===== config.mk =====
export PLATFORM = sky130hd
export DESIGN_NAME = hyper_evt_router
export DESIGN_NICKNAME = d
export VERILOG_FILES = /design/src/rtl/hyper_evt_router_pkg.sv /design/src/rtl/hyper_evt_router_dir_fifo.sv /design/src/rtl/hyper_evt_router.sv
export SDC_FILE = /design/constraint.sdc
export NUM_CORES = 1
export LEC_CHECK = 0
export BUFFER_PORTS_ARGS = -buffer_cell sky130_fd_sc_hd__buf_2
export CAP_MARGIN = 20
export CELL_PAD_IN_SITES_DETAIL_PLACEMENT = 0
export CELL_PAD_IN_SITES_GLOBAL_PLACEMENT = 1
export CORE_AREA = 3 3 76 78
export CTS_BUF_LIST = sky130_fd_sc_hd__clkbuf_8
export DETAILED_ROUTE_END_ITERATION = 10
export DIE_AREA = 0 0 79 81
export GPL_TIMING_DRIVEN = 1
export PLACE_DENSITY = 0.84
export RECOVER_POWER = 100
export SYNTH_ARGS = -nofsm -noshare
export SYNTH_HDL_FRONTEND = slang
export SYNTH_HIERARCHICAL = 1
export SYNTH_SLANG_ARGS = --single-unit
export TNS_END_PERCENT = 5

===== constraint.sdc =====
create_clock -name sys_clk_i -period 2.72 [get_ports sys_clk_i]
set_input_delay 0.136 -clock sys_clk_i [delete_from_list [all_inputs] [get_ports sys_clk_i]]
set_output_delay 0.136 -clock sys_clk_i [all_outputs]
set_load 0.03 [all_outputs]

===== src/rtl/hyper_evt_router_pkg.sv =====
// Shared constants for the HyperBus event router: event slot layout per
// channel and the encoding of a transfer direction in the direction FIFO.
package hyper_evt_pkg;

  // Slot of each event inside a channel's EVT_PER_CH-wide group on evt_o
  localparam int EVT_RX     = 0;
  localparam int EVT_TX     = 1;
  localparam int EVT_RD_EOT = 2;
  localparam int EVT_WR_EOT = 3;
  localparam int EVT_PER_CH = 4;

  // Direction stored per launched transfer
  localparam logic DIR_RD = 1'b1;
  localparam logic DIR_WR = 1'b0;

endpackage


===== src/rtl/hyper_evt_router_dir_fifo.sv =====
// 1-bit-wide direction FIFO. Accepts a push and a pop in the same cycle
// even when full: the head is read out before the freed slot is rewritten.
module hyper_dir_fifo #(
  parameter int DEPTH = 4,
  parameter int CNT_W = $clog2(DEPTH) + 1
) (
  input  logic             sys_clk_i,
  input  logic             rstn_i,
  input  logic             i_clr,
  input  logic             i_push,
  input  logic             i_din,
  input  logic             i_pop,
  output logic             o_dout,
  output logic             o_full,
  output logic             o_empty,
  output logic [CNT_W-1:0] o_count
);

  localparam int PTR_W = $clog2(DEPTH);

  logic [DEPTH-1:0] r_mem;
  logic [PTR_W-1:0] r_wp;
  logic [PTR_W-1:0] r_rp;
  logic [CNT_W-1:0] r_cnt;
  logic             w_push;
  logic             w_pop;

  // Self-protecting: a pop frees the slot a full-FIFO push needs
  assign w_pop  = i_pop & ~o_empty;
  assign w_push = i_push & (~o_full | w_pop);

  assign o_dout  = r_mem[r_rp];
  assign o_full  = (r_cnt == CNT_W'(DEPTH));
  assign o_empty = (r_cnt == '0);
  assign o_count = r_cnt;

  // Pointers wrap naturally (DEPTH is a power of two); count tracks occupancy
  always_ff @(posedge sys_clk_i or negedge rstn_i) begin
    if (!rstn_i) begin
      r_mem <= '0;
      r_wp  <= '0;
      r_rp  <= '0;
      r_cnt <= '0;
    end else if (i_clr) begin
      r_wp  <= '0;
      r_rp  <= '0;
      r_cnt <= '0;
    end else begin
      if (w_push) begin
        r_mem[r_wp] <= i_din;
        r_wp        <= r_wp + 1'b1;
      end
      if (w_pop) r_rp <= r_rp + 1'b1;
      case ({w_push, w_pop})
        2'b10:   r_cnt <= r_cnt + 1'b1;
        2'b01:   r_cnt <= r_cnt - 1'b1;
        default: r_cnt <= r_cnt;
      endcase
    end
  end

endmodule


===== src/rtl/hyper_evt_router.sv =====
// Per-channel HyperBus EOT tagger: remembers the direction of every launched
// transfer and labels each controller EOT as read- or write-EOT in launch
// order. Launch pulses are forwarded unchanged; all outputs are registered.
module hyper_evt_router
  import hyper_evt_pkg::*;
#(
  parameter int NB_CH      = 2,
  parameter int FIFO_DEPTH = 4,
  parameter int CNT_W      = $clog2(FIFO_DEPTH) + 1
) (
  input  logic                        sys_clk_i,
  input  logic                        rstn_i,
  input  logic                        clr_i,
  input  logic [NB_CH-1:0]            rx_evt_i,
  input  logic [NB_CH-1:0]            tx_evt_i,
  input  logic [NB_CH-1:0]            eot_i,
  output logic [EVT_PER_CH*NB_CH-1:0] evt_o,
  output logic [CNT_W*NB_CH-1:0]      pending_o,
  output logic [NB_CH-1:0]            ovf_o,
  output logic [NB_CH-1:0]            udf_o,
  output logic [NB_CH-1:0]            amb_o
);

  for (genvar c = 0; c < NB_CH; c++) begin : g_ch
    logic                  w_push;
    logic                  w_din;
    logic                  w_amb;
    logic                  w_pop;
    logic                  w_byp;
    logic                  w_push_ok;
    logic                  w_tag;
    logic                  w_eot_out;
    logic                  w_full;
    logic                  w_empty;
    logic                  w_dout;
    logic [CNT_W-1:0]      w_cnt;
    logic [EVT_PER_CH-1:0] r_evt;
    logic                  r_ovf;
    logic                  r_udf;
    logic                  r_amb;

    // Exactly one launch line pushes; both together is ambiguous and ignored
    assign w_push = rx_evt_i[c] ^ tx_evt_i[c];
    assign w_din  = rx_evt_i[c] ? DIR_RD : DIR_WR;
    assign w_amb  = rx_evt_i[c] & tx_evt_i[c];

    // EOT pops the head, or on an empty FIFO consumes the same-cycle push
    assign w_pop     = eot_i[c] & ~w_empty;
    assign w_byp     = eot_i[c] & w_empty & w_push;
    assign w_push_ok = w_push & ~w_byp & (~w_full | eot_i[c]);
    assign w_tag     = w_empty ? w_din : w_dout;
    assign w_eot_out = w_pop | w_byp;

    hyper_dir_fifo #(
      .DEPTH (FIFO_DEPTH),
      .CNT_W (CNT_W)
    ) u_fifo (
      .sys_clk_i (sys_clk_i),
      .rstn_i    (rstn_i),
      .i_clr     (clr_i),
      .i_push    (w_push_ok),
      .i_din     (w_din),
      .i_pop     (w_pop),
      .o_dout    (w_dout),
      .o_full    (w_full),
      .o_empty   (w_empty),
      .o_count   (w_cnt)
    );

    // Event register and sticky error flags for this channel
    always_ff @(posedge sys_clk_i or negedge rstn_i) begin
      if (!rstn_i) begin
        r_evt <= '0;
        r_ovf <= 1'b0;
        r_udf <= 1'b0;
        r_amb <= 1'b0;
      end else if (clr_i) begin
        r_evt <= '0;
        r_ovf <= 1'b0;
        r_udf <= 1'b0;
        r_amb <= 1'b0;
      end else begin
        r_evt[EVT_RX]     <= rx_evt_i[c];
        r_evt[EVT_TX]     <= tx_evt_i[c];
        r_evt[EVT_RD_EOT] <= w_eot_out & (w_tag == DIR_RD);
        r_evt[EVT_WR_EOT] <= w_eot_out & (w_tag == DIR_WR);
        if (w_push & w_full & ~eot_i[c]) r_ovf <= 1'b1;
        if (eot_i[c] & w_empty & ~w_push) r_udf <= 1'b1;
        if (w_amb) r_amb <= 1'b1;
      end
    end

    assign evt_o[EVT_PER_CH*c +: EVT_PER_CH] = r_evt;
    assign pending_o[CNT_W*c +: CNT_W]       = w_cnt;
    assign ovf_o[c]                          = r_ovf;
    assign udf_o[c]                          = r_udf;
    assign amb_o[c]                          = r_amb;
  end

endmodule

==> results.cfg, run 1 <==
[run_status]
status = finished, violations left
failed_checks = max-capacitance violations, max-slew violations

[grt]
grt_start_max_net_pins = 39
global_route_wire_length_before_repair_um = 6775
global_route.usage.total = 0.1321
antenna_violations_before_repair = 0
globalRouteOverflowTotal = 0
vias_in_the_first_global_route = 1526

[min_path]
holdCritPathClass = input pin to register

[clock_tree]
clk_latency_ns = 0.29
cts.path.max_buffers = 2
number_of_clock_sinks = 36
cts_buffers = 5
clock_tree_from_tritoncts = yes
path_clk_slew_ns = 0.07
cts.htree.levels = 2
clk_root_buffer_cell = sky130_fd_sc_hd__clkbuf_8
post_cts_repair_resize_count = 0

[floorplanning]
top_level_ports = 29
initial_utilization = 0.4192
die_w_um = 79
die_area_um2 = 6399
design.core.area_um2 = 5140
die_h_um = 81
std_cell_rows = 26

[synthesis]
synth_edf_count = 0
syn_area_per_cell_um2 = 10.72
synth.cell_area_um2 = 2155
synth_cell_type_count = 38
post-synth-top-area-cell = sky130_fd_sc_hd__dfrtp_1
synth.ff_latch_count = 36
post_synth_inst_count = 201
synth_area_leaders = sky130_fd_sc_hd__dfrtp_1 (42%), sky130_fd_sc_hd__ha_1 (5.8%), sky130_fd_sc_hd__mux2_2 (5.2%)
synthFlopType = sky130_fd_sc_hd__dfrtp_1
synth.yosys.warnings = 6
synth.top_cell.area_share = 0.4181
postSynth.asyncResetShare = 1.000
syn-num-nets = 222
synth_sequential_area_ratio = 0.4181

[drt]
drt_first_pass_iters = 4
drc = 0
detailedRoute.firstIterationViolations = 68
final_antenna_net_count = 0
routedWlPerCell_um = 12.65
route.vias.total = 1525
post_drt_via_cell_ratio = 5.083
finalWirelength_um = 3794

[sta]
max-slew-margin-rel = -0.3077
layout_min_cycle_time_ns = 2.524
final.period_utilization = 0.9278
timing.final.setup_violations = 0
hold_viol_final = 0
timing_worst_slew_pin_value_ns = 1.962
finClkSkew_ns = 0.003967
rsz_0062_raised_after_global_routing = no
maxSlewViolCount = 76
finalHoldWorstSlack_ns = 0.08809
clock.fmax_ghz = 0.3962

[cells_and_area]
fill_cells = 513
final_layout_size_suffix_gt1_frac = 0.1609
insertedDiodeCount = 0
instances_no_fill = 300
layout.core_utilization = 0.4632
layout_commonest_cell = sky130_fd_sc_hd__dfrtp_1
area_delta_synth_final_pct = 10.51
mostFrequentLayoutCells = sky130_fd_sc_hd__dfrtp_1 (34), sky130_fd_sc_hd__clkbuf_1 (25), sky130_fd_sc_hd__nor2_1 (19), sky130_fd_sc_hd__a21oi_1 (11)
finalInstanceArea_um2 = 2381
layout_nets = 251

[placed_design]
gp_congestion = 0.7410
dp.final_hpwl_um = 2723
placement.io_buffers = 28
placed_area_um2 = 2342
placed_cells_incl_taps = 291

[worst_setup_path]
endpoint_kind = register
critical_path.cell_chain = nor3_4 -> buf_4 -> mux2i_1 -> and2_0 -> nor2_1 -> fa_1 -> or3b_1 -> or3_1 -> a31oi_1
crit_family = simple AND/OR/NAND/NOR gates
critical_path.max_fanout = 10
critPathBufInv = 1
critical_path_slowest_stage_cell = sky130_fd_sc_hd__dfrtp_1
critPathMaxStageDelay_ns = 0.55
path_class = register to register
cp.required_ns = 2.91
worst_ep_arrival_time_ns = 2.72
nature_of_the_critical_path_startpoint = register

[pwr]
cellLeakagePower_uw = 0.001017
power.density_cell_area_nw_per_um2 = 526.4
design_power_total_uw = 1253
max-vdd-ir-drop_mv = 0.2073

[flow_run]
drv_cap = 2
-- Yosys cell counts (all sizes together), types with 3 or more instances --
| cell type | n |
|---|---|
| dfrtp | 36 |
| nor2 | 19 |
| buf | 17 |
| a21oi | 12 |
| ha | 10 |
| inv | 10 |
| mux2 | 10 |
| nand2b | 8 |
| nor4bb | 8 |
| nor2b | 7 |
| nand3 | 6 |
| nand3b | 6 |
| xor2 | 6 |
| nand2 | 4 |
| o2111ai | 4 |
| or2 | 4 |
| and2 | 3 |
| mux2i | 3 |
-- area by class of cell --
type | count | area, um^2 | area share
sequential | 36 | 903.4 | 0.3794
timing repair buffer | 39 | 183.9 | 0.07725
clock buffer | 7 | 96.34 | 0.04046
tap | 70 | 87.58 | 0.03678
inverter | 10 | 37.54 | 0.01576
multi-input combinational | 138 | 1072 | 0.4503
-- flip-flops by register name (all words and copies together) (netlist names) --
register / count
g_ch.r_udf: 2
g_ch.r_evt: 8
g_ch.u_fifo/r_rp: 4
g_ch.u_fifo/r_mem: 8
g_ch.r_amb: 2
g_ch.u_fifo/o_count: 6
g_ch.u_fifo/r_wp: 4
g_ch.r_ovf: 2
-- metrics by stage --
step	setup slack (ns)	TNS, ns
3_3_place_gp	0.2700	0
5_1_grt	0.04161	0
3_5_place_dp	0.1683	0
4_1_cts	0.1606	0
6_report	0.1963	0
2_1_floorplan	-0.08555	-0.08555
-- worst paths after layout --
check / start / to / slack (ns) / cells past startpoint
max: g_ch[0].u_fifo/o_count[2]$_DFFE_PN0P_ / g_ch[0].u_fifo/o_count[2]$_DFFE_PN0P_ / 0.20 / 9
min: tx_evt_i[1] / g_ch[1].r_evt[1]$_DFF_PN0_ / 0.09 / 2
max reg2reg: g_ch[0].u_fifo/o_count[2]$_DFFE_PN0P_ / g_ch[0].u_fifo/o_count[2]$_DFFE_PN0P_ / 0.20 / 9
min reg2reg: g_ch[0].u_fifo/r_mem[2]$_DFFE_PN0P_ / g_ch[0].u_fifo/r_mem[2]$_DFFE_PN0P_ / 0.49 / 1
max in group asynchronous: rstn_i / g_ch[0].u_fifo/o_count[1]$_DFFE_PN0P_ / 0.51 / 2
min in group asynchronous: rstn_i / g_ch[1].u_fifo/o_count[2]$_DFFE_PN0P_ / 0.94 / 2
-- power by group --
part,internal [uW],total (uW),switching (uW)
Clock,225,408,182
Sequential,586,614,28.2
Combinational,102,232,129
-- cell families after synthesis --
| family | Yosys count | synth area share |
|---|---|---|
| and+or+nand+nor | 74 | 0.2213 |
| muxes | 15 | 0.08711 |
| AOI/OAI and AO/OA | 29 | 0.09059 |
| adders and majority gates | 12 | 0.07666 |
| buffers and inverters | 27 | 0.07375 |
| xor gates and xnor gates | 8 | 0.03252 |
| DFF | 36 | 0.4181 |
-- per-layer routing --
| layer | vias up | track usage | wire (um) | part of all wire |
|---|---|---|---|---|
| met1 | 735 | 0.1626 | 1744 | 0.46 |
| met5 | - | 0 | 0 | 0 |
| met2 | 36 | 0.2273 | 1791 | 0.47 |
| met3 | 6 | 0.02772 | 187 | 0.049 |
| li1 | 748 | - | - | - |
| met4 | 0 | 0.05155 | 71 | 0.019 |
-- what timing repair did --
action	CTS	global route
hold buffers	1	0
endpoints found under the hold margin	36	0
setup endpoints to repair	0	1
setup buffers	0	1
Note: power is estimated with default switching activity, not from simulation.
==> inputs of run 2 (changes only) <==
--- a/config.mk
+++ b/config.mk
@@ -9,15 +9,14 @@
 export CAP_MARGIN = 20
 export CELL_PAD_IN_SITES_DETAIL_PLACEMENT = 0
 export CELL_PAD_IN_SITES_GLOBAL_PLACEMENT = 1
-export CORE_AREA = 3 3 76 78
+export CORE_AREA = 3 3 75 77
 export CTS_BUF_LIST = sky130_fd_sc_hd__clkbuf_8
 export DETAILED_ROUTE_END_ITERATION = 10
-export DIE_AREA = 0 0 79 81
+export DIE_AREA = 0 0 78 80
 export GPL_TIMING_DRIVEN = 1
 export PLACE_DENSITY = 0.84
 export RECOVER_POWER = 100
 export SYNTH_ARGS = -nofsm -noshare
 export SYNTH_HDL_FRONTEND = slang
-export SYNTH_HIERARCHICAL = 1
 export SYNTH_SLANG_ARGS = --single-unit
 export TNS_END_PERCENT = 5
==> run 2 against run 1 <==
The flow still finishes with violations (max-capacitance violations, max-slew violations). First-iteration DRC count up 12%. Count of clock-buffer cells in the layout down 2. Non-clock buffer count down 6. Register-to-register slack better by 0.28 ns. Largest cell class unchanged. Critical endpoint is now g_ch[0].u_fifo.o_count[2]$_DFFE_PN0P_. Critical path depth down 3. Synthesized cell count up 1.5%. Highest routed layer unchanged. Global-route usage up 0.51 points. Power up 17%.
==> results.cfg, run 2 <==
[run_status]
status = finished, violations left
failed_checks = max-capacitance violations, max-slew violations

[pwr]
cellLeakagePower_uw = 0.0009777
max-vdd-ir-drop_mv = 0.1957
power.density_cell_area_nw_per_um2 = 638.4

[worst_setup_path]
nature_of_the_critical_path_startpoint = register
timing.critical_path.depth = 6
endpoint_kind = register
cp.required_ns = 2.91
critPathBufInv = 0
rr_worst_depth = 6
worst_ep_arrival_time_ns = 2.43
path_class = register to register
critPathMaxStageDelay_ns = 0.54
critical_path_slowest_stage_cell = sky130_fd_sc_hd__or4b_1
crit_family = simple AND/OR/NAND/NOR gates
critical_path.max_fanout = 14
critical_path.cell_chain = nor3_1 -> nor2b_1 -> fa_1 -> or4b_1 -> o32a_1 -> a31oi_1

[clock_tree]
cts_buffers = 5
number_of_clock_sinks = 36
clk_root_buffer_cell = sky130_fd_sc_hd__clkbuf_8
cts.path.max_buffers = 2
clk_latency_ns = 0.28
clock_tree_from_tritoncts = yes
postCtsSetupBuffers = 0
path_clk_slew_ns = 0.07
cts.htree.levels = 2

[placed_design]
gp_congestion = 0.7574
dp.final_hpwl_um = 2705
placement.io_buffers = 28
placed_cells_incl_taps = 290
placed_area_um2 = 2246
pre_cts_ws_ns = 0.4981

[cells_and_area]
instances_no_fill = 298
area_delta_synth_final_pct = 10.20
fill_cells = 517
mostFrequentLayoutCells = sky130_fd_sc_hd__dfrtp_1 (36), sky130_fd_sc_hd__clkbuf_1 (24), sky130_fd_sc_hd__nor2_1 (23), sky130_fd_sc_hd__a21oi_1 (15), sky130_fd_sc_hd__nor2b_1 (11)
layout.core_utilization = 0.4529
layout_nets = 249
final_layout_size_suffix_gt1_frac = 0.1228
finalInstanceArea_um2 = 2298
insertedDiodeCount = 0
layout_commonest_cell = sky130_fd_sc_hd__dfrtp_1

[sta]
maxSlewViolCount = 37
layout_min_cycle_time_ns = 2.239
max-slew-margin-rel = -0.2664
timing.final.ws_setup_ns = 0.4813
final.period_utilization = 0.8231
timing.final.setup_violations = 0
fin_setup_tns_ns = 0
clock.fmax_ghz = 0.4467
hold_viol_final = 0
finClkSkew_ns = 0.005284
timing_worst_slew_pin_value_ns = 1.900
rsz_0062_raised_after_global_routing = no

[synthesis]
synth_cell_type_count = 39
synth.cell_area_um2 = 2086
synthFlopType = sky130_fd_sc_hd__dfrtp_1
syn_area_per_cell_um2 = 10.22
synth.cells.most_frequent = sky130_fd_sc_hd__dfrtp_1 (36), sky130_fd_sc_hd__nor2_1 (23), sky130_fd_sc_hd__a21oi_1 (15), sky130_fd_sc_hd__nor2b_1 (11)
synth_sequential_area_ratio = 0.4319
post-synth-top-area-cell = sky130_fd_sc_hd__dfrtp_1
synth_area_leaders = sky130_fd_sc_hd__dfrtp_1 (43%), sky130_fd_sc_hd__ha_1 (6.0%), sky130_fd_sc_hd__mux2_2 (5.4%)
synth.top_cell.area_share = 0.4319
syn-num-nets = 225
synth.yosys.warnings = 0
post_synth_inst_count = 204
post-synth-top-count-cell = sky130_fd_sc_hd__dfrtp_1
synth.ff_latch_count = 36
synth_edf_count = 0
postSynth.asyncResetShare = 1.000

[grt]
antenna_violations_before_repair = 0
global_route.usage.total = 0.1373
global_route_wire_length_before_repair_um = 6865
grt_start_max_net_pins = 39
vias_in_the_first_global_route = 1467
globalRouteOverflowTotal = 0

[drt]
routedWlPerCell_um = 12.93
final_antenna_net_count = 0
finalWirelength_um = 3852
route.vias.total = 1511
drt_first_pass_iters = 4
drc = 0
post_drt_via_cell_ratio = 5.070
detailedRoute.firstIterationViolations = 76

[min_path]
holdCritPathClass = input pin to register
whs_path_depth = 2

[flow_run]
drv_cap = 1

[floorplanning]
initial_utilization = 0.4110
die_area_um2 = 6240
design.core.area_um2 = 5075
die_h_um = 80
top_level_ports = 29
std_cell_rows = 26
die_w_um = 78
-- run 2: through the flow --
step                      hold WS, ns  power [uW]
final                         0.08866        1467
after global routing          0.08414        1579
after CTS                     0.08565        1503
after detailed placement       0.2745        1147
after global placement         0.2739        1135
after floorplan               -0.1596        1031
-- run 2: layout make-up --
type / instances / area (um^2) / area share
Inverter: 8 / 30.03 / 0.01306
Multi-Input combinational cell: 144 / 1057 / 0.4600
Clock buffer: 5 / 68.82 / 0.02994
Sequential cell: 36 / 900.9 / 0.3919
Tap cell: 70 / 87.58 / 0.03811
Clock inverter: 2 / 8.758 / 0.003811
Timing Repair Buffer: 33 / 145.1 / 0.06315
-- run 2: final timing paths --
kind                                                            start  slack (ns)                                    end
worst max register to register  g_ch[0].u_fifo.o_count[2]$_DFFE_PN0P_        0.48  g_ch[0].u_fifo.o_count[2]$_DFFE_PN0P_
min in group asynchronous                                      rstn_i        0.92  g_ch[1].u_fifo.o_count[1]$_DFFE_PN0P_
worst max-delay path            g_ch[0].u_fifo.o_count[2]$_DFFE_PN0P_        0.48  g_ch[0].u_fifo.o_count[2]$_DFFE_PN0P_
max in group asynchronous                                      rstn_i        0.71              g_ch[0].r_ovf$_DFFE_PN0P_
worst min register to register              g_ch[1].r_udf$_DFFE_PN0P_        0.50              g_ch[1].r_udf$_DFFE_PN0P_
worst min-delay path                                      tx_evt_i[0]        0.09             g_ch[0].r_evt[1]$_DFF_PN0_
-- run 2: logic make-up (layout without fill, tap and decap cells) --
group | after synthesis | count (layout) | synth area share
and+or+nand+nor | 71 | 71 | 0.1902
AOI/OAI and AO/OA | 40 | 40 | 0.1230
DFF | 36 | 36 | 0.4319
buffers and inverters | 24 | 48 | 0.06119
muxes | 14 | 14 | 0.08518
adders and majority gates | 12 | 12 | 0.07918
xor gates and xnor gates | 7 | 7 | 0.02939
-- run 2: per-layer routing --
metal	part of all wire	track usage
met1	0.46	0.1743
met2	0.47	0.2209
met3	0.041	0.03499
met4	0.020	0.05944
met5	0	0
-- run 2: what timing repair did --
| action | 4_1_cts | 5_1_grt |
|---|---|---|
| resized for setup | 0 | 0 |
| hold buffers | 1 | 0 |
| endpoints found under the hold margin | 36 | 0 |
-- run 2: power breakdown --
group          leakage (uW)  total [uW]  switching, uW  internal [uW]
combinational      0.000454         419            236            183
clock             0.0000452         350            179            170
sequential         0.000479         699           75.2            624
-- run 2: worst register-to-register path, delay by kind of cell (launching register included) --
kind	cells	cell delay (ns)
AND/OR/NAND/NOR	3	0.91
AO/OA/AOI/OAI	2	0.29
flip-flops	1	0.52
adder cells (fa/ha/maj)	1	0.43
